## config.mk

```make
export PLATFORM = sky130hd
export DESIGN_NAME = circ_buff_write_many128
export DESIGN_NICKNAME = d
export VERILOG_FILES = /design/src/rtl/circ_buff_write_many128.sv
export SDC_FILE = /design/constraint.sdc
export NUM_CORES = 1
export LEC_CHECK = 0
export ABC_AREA = 1
export CAP_MARGIN = 10
export CELL_PAD_IN_SITES_DETAIL_PLACEMENT = 1
export CELL_PAD_IN_SITES_GLOBAL_PLACEMENT = 1
export CORE_AREA = 2 2 208 210
export CTS_BUF_LIST = sky130_fd_sc_hd__clkbuf_4 sky130_fd_sc_hd__clkbuf_8
export DETAILED_ROUTE_END_ITERATION = 12
export DIE_AREA = 0 0 210 212
export GPL_TIMING_DRIVEN = 0
export PLACE_DENSITY = 0.82
export SETUP_SLACK_MARGIN = 0.1
export SLEW_MARGIN = 5
export SYNTH_ARGS = -nofsm -noshare
export SYNTH_HDL_FRONTEND = slang
export SYNTH_SLANG_ARGS = --single-unit
export TNS_END_PERCENT = 10
```

## constraint.sdc

```tcl
create_clock -name ap_clk -period 9.9 [get_ports ap_clk]
set_input_delay 1.98 -clock ap_clk [delete_from_list [all_inputs] [get_ports ap_clk]]
set_output_delay 1.98 -clock ap_clk [all_outputs]
set_load 0.05 [all_outputs]
```

## src/rtl/circ_buff_write_many128.sv

```systemverilog
// circ_buff_write_many128
//   Writer end of a circular slot buffer. Accepts a valid/ready stream of
//   DATA_WIDTH-bit words and packs each packet into the next free slot of a
//   shared buffer RAM (slot base = slot index * slot size). On completion a
//   one-cycle commit pulse is raised with the slot's word count, and wr_ptr
//   advances so the reader can drain the slot.
//
// Ports
//   ap_clk      clock, rising edge
//   ap_rst      asynchronous active-high reset
//   slot_words  words per slot, sampled when a slot is opened
//   s_data/s_valid/s_last/s_ready  input stream
//   rd_ptr      reader's next slot to read
//   mem_we/mem_addr/mem_din        buffer RAM write port (1-cycle latency)
//   wr_ptr      next slot to be written
//   commit      one-cycle pulse, slot completed
//   commit_len  word count of the last committed slot
//   buf_full    no free slot (one slot is always kept empty)
//   overflow    sticky, packet words were dropped after a slot filled
module circ_buff_write_many128 #(
  parameter int unsigned DATA_WIDTH = 128,
  parameter int unsigned NUM_SLOTS  = 8,
  parameter int unsigned IDX_WIDTH  = 8,
  parameter int unsigned LEN_WIDTH  = 16,
  parameter int unsigned ADDR_WIDTH = 24
) (
  input  logic                  ap_clk,
  input  logic                  ap_rst,
  input  logic [LEN_WIDTH-1:0]  slot_words,
  input  logic [DATA_WIDTH-1:0] s_data,
  input  logic                  s_valid,
  input  logic                  s_last,
  output logic                  s_ready,
  input  logic [IDX_WIDTH-1:0]  rd_ptr,
  output logic                  mem_we,
  output logic [ADDR_WIDTH-1:0] mem_addr,
  output logic [DATA_WIDTH-1:0] mem_din,
  output logic [IDX_WIDTH-1:0]  wr_ptr,
  output logic                  commit,
  output logic [LEN_WIDTH-1:0]  commit_len,
  output logic                  buf_full,
  output logic                  overflow
);

  typedef enum logic [1:0] {
    IDLE   = 2'd0,
    WRITE  = 2'd1,
    DRAIN  = 2'd2,
    COMMIT = 2'd3
  } state_t;

  state_t                  state_q, state_d;
  logic [LEN_WIDTH-1:0]    len_q, len_d;
  logic [ADDR_WIDTH-1:0]   base_q, base_d;
  logic [LEN_WIDTH-1:0]    off_q, off_d;
  logic [IDX_WIDTH-1:0]    wr_ptr_q, wr_ptr_d;
  logic [LEN_WIDTH-1:0]    commit_len_q, commit_len_d;
  logic                    overflow_q, overflow_d;
  logic                    mem_we_q, mem_we_d;
  logic [ADDR_WIDTH-1:0]   mem_addr_q, mem_addr_d;
  logic [DATA_WIDTH-1:0]   mem_din_q, mem_din_d;
  logic                    s_ready_q, s_ready_d;
  logic                    commit_q, commit_d;

  logic [IDX_WIDTH-1:0]    wr_next;
  logic                    accept;

  assign wr_next  = (wr_ptr_q == IDX_WIDTH'(NUM_SLOTS - 1)) ? '0
                                                            : wr_ptr_q + IDX_WIDTH'(1);
  assign buf_full = (wr_next == rd_ptr);
  assign accept   = s_valid & s_ready_q;

  always_comb begin
    state_d      = state_q;
    len_d        = len_q;
    base_d       = base_q;
    off_d        = off_q;
    wr_ptr_d     = wr_ptr_q;
    commit_len_d = commit_len_q;
    overflow_d   = overflow_q;
    mem_we_d     = 1'b0;
    mem_addr_d   = mem_addr_q;
    mem_din_d    = mem_din_q;

    case (state_q)
      IDLE: begin
        if (!buf_full && (slot_words != '0)) begin
          state_d = WRITE;
          len_d   = slot_words;
          // Operands are widened to the full address width so the product
          // of slot index and slot size is exact.
          base_d  = ADDR_WIDTH'(wr_ptr_q) * ADDR_WIDTH'(slot_words);
          off_d   = '0;
        end
      end
      WRITE: begin
        if (accept) begin
          mem_we_d   = 1'b1;
          mem_addr_d = base_q + ADDR_WIDTH'(off_q);
          mem_din_d  = s_data;
          off_d      = off_q + LEN_WIDTH'(1);
          if (s_last) begin
            state_d      = COMMIT;
            commit_len_d = off_q + LEN_WIDTH'(1);
          end else if (off_q == len_q - LEN_WIDTH'(1)) begin
            // Slot filled mid-packet; commit_len is only updated on the way
            // into COMMIT so it keeps its previous value until the pulse.
            state_d = DRAIN;
          end
        end
      end
      DRAIN: begin
        overflow_d = 1'b1;
        if (accept && s_last) begin
          state_d      = COMMIT;
          commit_len_d = len_q;
        end
      end
      COMMIT: begin
        wr_ptr_d = wr_next;
        state_d  = IDLE;
      end
      default: state_d = IDLE;
    endcase

    s_ready_d = (state_d == WRITE) || (state_d == DRAIN);
    commit_d  = (state_d == COMMIT);
  end

  always_ff @(posedge ap_clk or posedge ap_rst) begin
    if (ap_rst) begin
      state_q      <= IDLE;
      len_q        <= '0;
      base_q       <= '0;
      off_q        <= '0;
      wr_ptr_q     <= '0;
      commit_len_q <= '0;
      overflow_q   <= 1'b0;
      mem_we_q     <= 1'b0;
      mem_addr_q   <= '0;
      mem_din_q    <= '0;
      s_ready_q    <= 1'b0;
      commit_q     <= 1'b0;
    end else begin
      state_q      <= state_d;
      len_q        <= len_d;
      base_q       <= base_d;
      off_q        <= off_d;
      wr_ptr_q     <= wr_ptr_d;
      commit_len_q <= commit_len_d;
      overflow_q   <= overflow_d;
      mem_we_q     <= mem_we_d;
      mem_addr_q   <= mem_addr_d;
      mem_din_q    <= mem_din_d;
      s_ready_q    <= s_ready_d;
      commit_q     <= commit_d;
    end
  end

  assign s_ready    = s_ready_q;
  assign commit     = commit_q;
  assign commit_len = commit_len_q;
  assign wr_ptr     = wr_ptr_q;
  assign overflow   = overflow_q;
  assign mem_we     = mem_we_q;
  assign mem_addr   = mem_addr_q;
  assign mem_din    = mem_din_q;

endmodule

```

### Word-level counts from Yosys, hierarchy flattened

Index checks and enable logic that the tools add are counted.

| operators by class | value |
|---|---|
| add/sub/neg operators | 4 |
| multipliers | 1 |
| equal/unequal tests | 13 |
| muxes and demuxes | 16 |
| bitwise logic cells | 1 |
| reduce and logical (&&, ||, !) cells | 12 |

Operators with widths:

| cell | count |
|---|---|
| $mux W16 | 5 |
| $pmux W16 S2 | 2 |
| $add A24 B16 Y24 | 1 |
| $mul A8 B16 Y24 | 1 |
| $add A16 B1 Y16 const B | 1 |
| $eq A16 B16 Y1 | 1 |
| $reduce_bool A16 Y1 | 1 |
| $sub A16 B1 Y16 const B | 1 |
| $mux W2 | 5 |
| $add A8 B1 Y8 const B | 1 |
| $eq A2 B2 Y1 const B | 4 |
| $eq A8 B3 Y1 const B | 1 |
| $eq A8 B8 Y1 | 1 |
| $mux W8 | 1 |
| $ne A2 B2 Y1 const B | 4 |
| $pmux W2 S4 | 1 |
| $eq A2 B1 Y1 const B | 2 |
| $reduce_and A2 Y1 | 2 |
| $reduce_and A4 Y1 | 1 |
| $reduce_bool A2 Y1 | 2 |
| $reduce_and A3 Y1 | 1 |
| $logic_and A1 B1 Y1 | 2 |
| $logic_not A2 Y1 | 1 |
| $mux W1 | 2 |
| 3 further kinds | 3 |

| word-level totals | value |
|---|---|
| register bits after elaboration | 238 |
| output and inout bits | 181 |
| logic and storage cells | 59 |

### Depth between registers and ports, before layout

| logic depth | value |
|---|---|
| word-level depth | 9 |
| gate-level depth with buffers | 25 |

### Worst setup path before layout

No wires, ideal clock.

| timing path | value |
|---|---|
| path kind | input to register |
| from | in slot_words[0] |
| to | reg base_q[14] |
| arrival | 5807 ps |
| path slack | 4010 ps |
| stages | 18 |
| path buffers | 1 |
| cells stage by stage | clkbuf_1 > nand2_1 > fa_1 > fa_1 > inv_1 > fa_1 > inv_1 > fa_1 > inv_1 > ha_1 > a21oi_1 > o21ai_0 > a21oi_1 > inv_1 > nand2_1 > nand2_1 > xnor2_1 > o21ai_0 |

| on the way | value |
|---|---|
| word-level cells in the longest chain between the ends | 3 |
| elaborated cells on any way between the ends | 4 |
| those cells by class | mul (1); reduce/logical (3) |

RTL lines:

| element | line | text |
|---|---|---|
| start, declared | 29 | `input logic [LEN_WIDTH-1:0] slot_words,` |
| parallel branches: the longest is 3 deep, another holds $mul A8 B16 Y24 | n/a |  |
| end signal, assigned | 147 | `base_q <= base_d;` |
| end, declared | 54 | `logic [ADDR_WIDTH-1:0] base_q, base_d;` |

Parallel ways; which one is timed is not known.
A chain may end at the register's enable or synchronous reset.

### Worst setup path after layout

| timing path | value |
|---|---|
| from | in slot_words[14] |
| to | reg base_q[20] |

The elaborated chain is that of the path after synthesis.

==> out/metrics.yaml <==
timing.setup.tns_ns: 0
tritoncts.num_buffers: 45
count_of_mapped_cells_out_of_synthesis: 2126
cts.reportedPaths.clkPinSlew_ns: 0.06
hold_path.class: "flip-flop to flip-flop"
outcome: "finished clean"
post_drt_via_cell_ratio: 5.00
vias: 15400
synth_sequential_area_ratio_pct: 37.6
die_w_microns: 210
flops_latches_synth: 238
gp_congestion: 0.922
drt_iter0_drc: 843
setup.worst_path.class: "primary input to flip-flop"
synthArstFlopShare_pct: 100
transition_time_at_the_pin_with_the_least_slew_margin_ns: 0.747
synthAdderAreaFrac_pct: 15.8
effective_utilization_at_floorplan_pct: 37.3
critPathTopFamily: "adder cells"
number_of_antenna_violations_at_the_first_check_in_global_routing: 12
period_minus_slack_ns: 6.10
crit_path_max_fanout: 10
num_io_pins: 337
synth_xor_area_share_pct: 2.65
detail_route.wl_per_cell_microns: 19.1
slew_headroom_pct: 50.2
total_leakage_power_nw: 11.2
achievable-frequency_ghz: 0.164
power_per_cell_area_nw_per_um2: 369
synth.mux.area_fraction_pct: 0
compound_gate_portion_of_the_synthesized_area_pct: 5.24
post_cts_buffers: 0
cts_max_path_buffers: 3
cts-root-buf: "sky130_fd_sc_hd__clkbuf_8"
final_min_period_over_clock_period_pct: 61.6
detailed_place_hpwl_mm: 47.3
first_global_vias: 16600
net_count_synth: 2431
yosysWarningCount: 0
largest_net_degree_at_the_start_of_global_routing: 102
die_height_microns: 212
worstSetupStartpointType: "primary input"
h-tree-depth: 2
syn_area_per_cell_sq_um: 7.45
drc_errors: 0
finalSetupViolCount: 0
totalWireLength_mm: 58.8
latest_clock_arrival_within_the_worst_skew_pair_ns: 0.62
post_synth_num_cell_types: 34
drt_first_pass_iters: 5
synth.cell_area_sq_um: 15800
drive_gt1_share_pct: 5.19
worst_clock_skew_ns: 0.0413
layout_stage_area_growth_over_the_synthesis_result_pct: 31.0
cts_num_sinks: 238
timing.critical_path.to_type: "flip-flop"
cpPeakStageDelay_ns: 0.55
crit_slowest_cell: "sky130_fd_sc_hd__clkbuf_1"
critPathRequiredTime_ns: 10.42
hold_ws_ns: 0.468
ant_nets: 0
cap_violations: 0
rows: 76
core_area_sq_um: 42500
cts_repair_resize_count: 0
final_max_slew_viol_count: 0
port_buffers: 320
worst-path-buf-inv: 4
synth_top_family_by_area: "simple AND/OR/NAND/NOR gates"
critical_path_arrival_ns: 6.62
design.final.nets: 2800
placedInstanceArea_sq_um: 19800
top_flip_flop_cell_by_instance_count_after_synthesis: "sky130_fd_sc_hd__dfrtp_1"
cts_hold_buffers: 0
globalRouteOverflowTotal: 0
synthSimpleGateAreaFrac_pct: 28.9
gr-usage-all-layers_pct: 26.3
first_pass_grt_wire_length_mm: 91.1
setup_repair_after_global_routing_missed_its_margin: "no"
irDropWorstVdd_mv: 0.148
count_of_flip_flops_with_a_built_in_enable_after_synthesis: 0
crit_path_cell_trace: "clkbuf_1 -> nand2_1 -> fa_1 -> fa_1 -> inv_1 -> fa_1 -> inv_1 -> fa_1 -> inv_1 -> ha_1 -> nand2_1 -> nor4_1 -> nand3b_1 -> nand3_1 -> xor2_1 -> nand2_1 -> nand2_1"
hold_violations: 0
floorplan.die_area_sq_um: 44500
post_route_design_area_sq_um: 20800
cts_tree: "done"
power breakdown:
part	total [mW]	switching, mW	internal, mW
Combinational	4.93	3.34	1.59
Sequential	1.71	0.316	1.39
Clock	1.02	0.441	0.578
per-stage QoR:
stage	setup WS, ns	total power, mW	std cells	utilization (%)
floorplan	1.39	4.96	2126	-
global placement	-1.85	6.47	2992	46.4
detailed placement	3.22	6.64	2994	46.6
CTS	3.82	7.71	3072	48.8
global route	3.52	8.23	3085	48.8
finish	3.80	7.66	3085	48.8
cell usage in the layout, fill, tap and decap left out, types with 13 or more instances in the layout:
master / n
sky130_fd_sc_hd__nor3_1: 14
sky130_fd_sc_hd__dfrtp_1: 238
sky130_fd_sc_hd__inv_1: 301
sky130_fd_sc_hd__a21oi_1: 53
sky130_fd_sc_hd__nand4_1: 22
sky130_fd_sc_hd__diode_2: 13
sky130_fd_sc_hd__nand3_1: 79
sky130_fd_sc_hd__nand2_1: 890
sky130_fd_sc_hd__o21ai_0: 66
sky130_fd_sc_hd__clkdlybuf4s50_1: 320
sky130_fd_sc_hd__clkbuf_1: 52
sky130_fd_sc_hd__fa_1: 85
sky130_fd_sc_hd__clkbuf_8: 49
sky130_fd_sc_hd__xor2_1: 26
sky130_fd_sc_hd__ha_1: 64
sky130_fd_sc_hd__clkbuf_4: 18
sky130_fd_sc_hd__nand3b_1: 14
sky130_fd_sc_hd__nor2_1: 99
sky130_fd_sc_hd__buf_2: 23
sky130_fd_sc_hd__xnor2_1: 22
cells in the mapped netlist, types with 9 or more instances:
library cell / count / area share (%)
sky130_fd_sc_hd__fa_1: 85 / 11
sky130_fd_sc_hd__nor3_1: 14 / 0.44
sky130_fd_sc_hd__nand3b_1: 14 / 0.66
sky130_fd_sc_hd__nand4_1: 22 / 0.87
sky130_fd_sc_hd__o21ai_0: 66 / 2.1
sky130_fd_sc_hd__dfrtp_1: 238 / 38
sky130_fd_sc_hd__ha_1: 64 / 5.1
sky130_fd_sc_hd__nor2_1: 99 / 2.3
sky130_fd_sc_hd__a31oi_1: 10 / 0.39
sky130_fd_sc_hd__a21oi_1: 53 / 1.7
sky130_fd_sc_hd__xor2_1: 26 / 1.4
sky130_fd_sc_hd__nand3_1: 79 / 2.5
sky130_fd_sc_hd__o21a_1: 9 / 0.43
sky130_fd_sc_hd__nand2_1: 890 / 21
sky130_fd_sc_hd__inv_1: 302 / 7.2
sky130_fd_sc_hd__buf_2: 23 / 0.73
sky130_fd_sc_hd__clkbuf_1: 52 / 1.2
sky130_fd_sc_hd__xnor2_1: 22 / 1.2
path summary, 6_finish.rpt:
check	startpoint	endpoint	slack (ns)	depth (start not counted)
setup / recovery	slot_words[14]	base_q[20]	3.80	17
hold / removal	overflow	overflow	0.47	1
setup reg to reg	wr_ptr[4]	base_q[20]	4.35	19
hold reg to reg	overflow	overflow	0.47	1
max in group asynchronous	ap_rst	base_q[9]	6.74	4
min in group asynchronous	ap_rst	mem_din[81]	1.79	2
final cells by class:
cell class	count	area, sq um
clock buffer	67	810
tap	546	683
timing repair buffer	322	3260
multi-input combinational	1491	8320
inverter	309	1170
fill	5271	21800
antenna	13	32.5
sequential	238	5960
clock inverter	11	124
buffer	88	400
routing by layer:
layer / share of wire (%) / track usage (%)
met5: 0 / 0
met4: 3.9 / 11.3
met3: 5.1 / 4.82
met2: 50 / 47.3
met1: 41 / 30.9
state kept, by name (all words and copies together) (netlist names), 2 cells and up:
register and cells:
len_q 16, wr_ptr 8, mem_addr 24, base_q 24, off_q 16, mem_din 128, commit_len 16, state_q 2
cell families (layout without fill, tap and decap cells):
group                    Yosys count  after routing
AND/OR/NAND/NOR                 1140           1140
adder cells (fa/ha/maj)          149            149
XOR/XNOR                          48             48
flip-flops                       238            238
other                              0             13
buffers and inverters            397            797
AO/OA/AOI/OAI                    154            154
(Power assumes the default switching activity.)
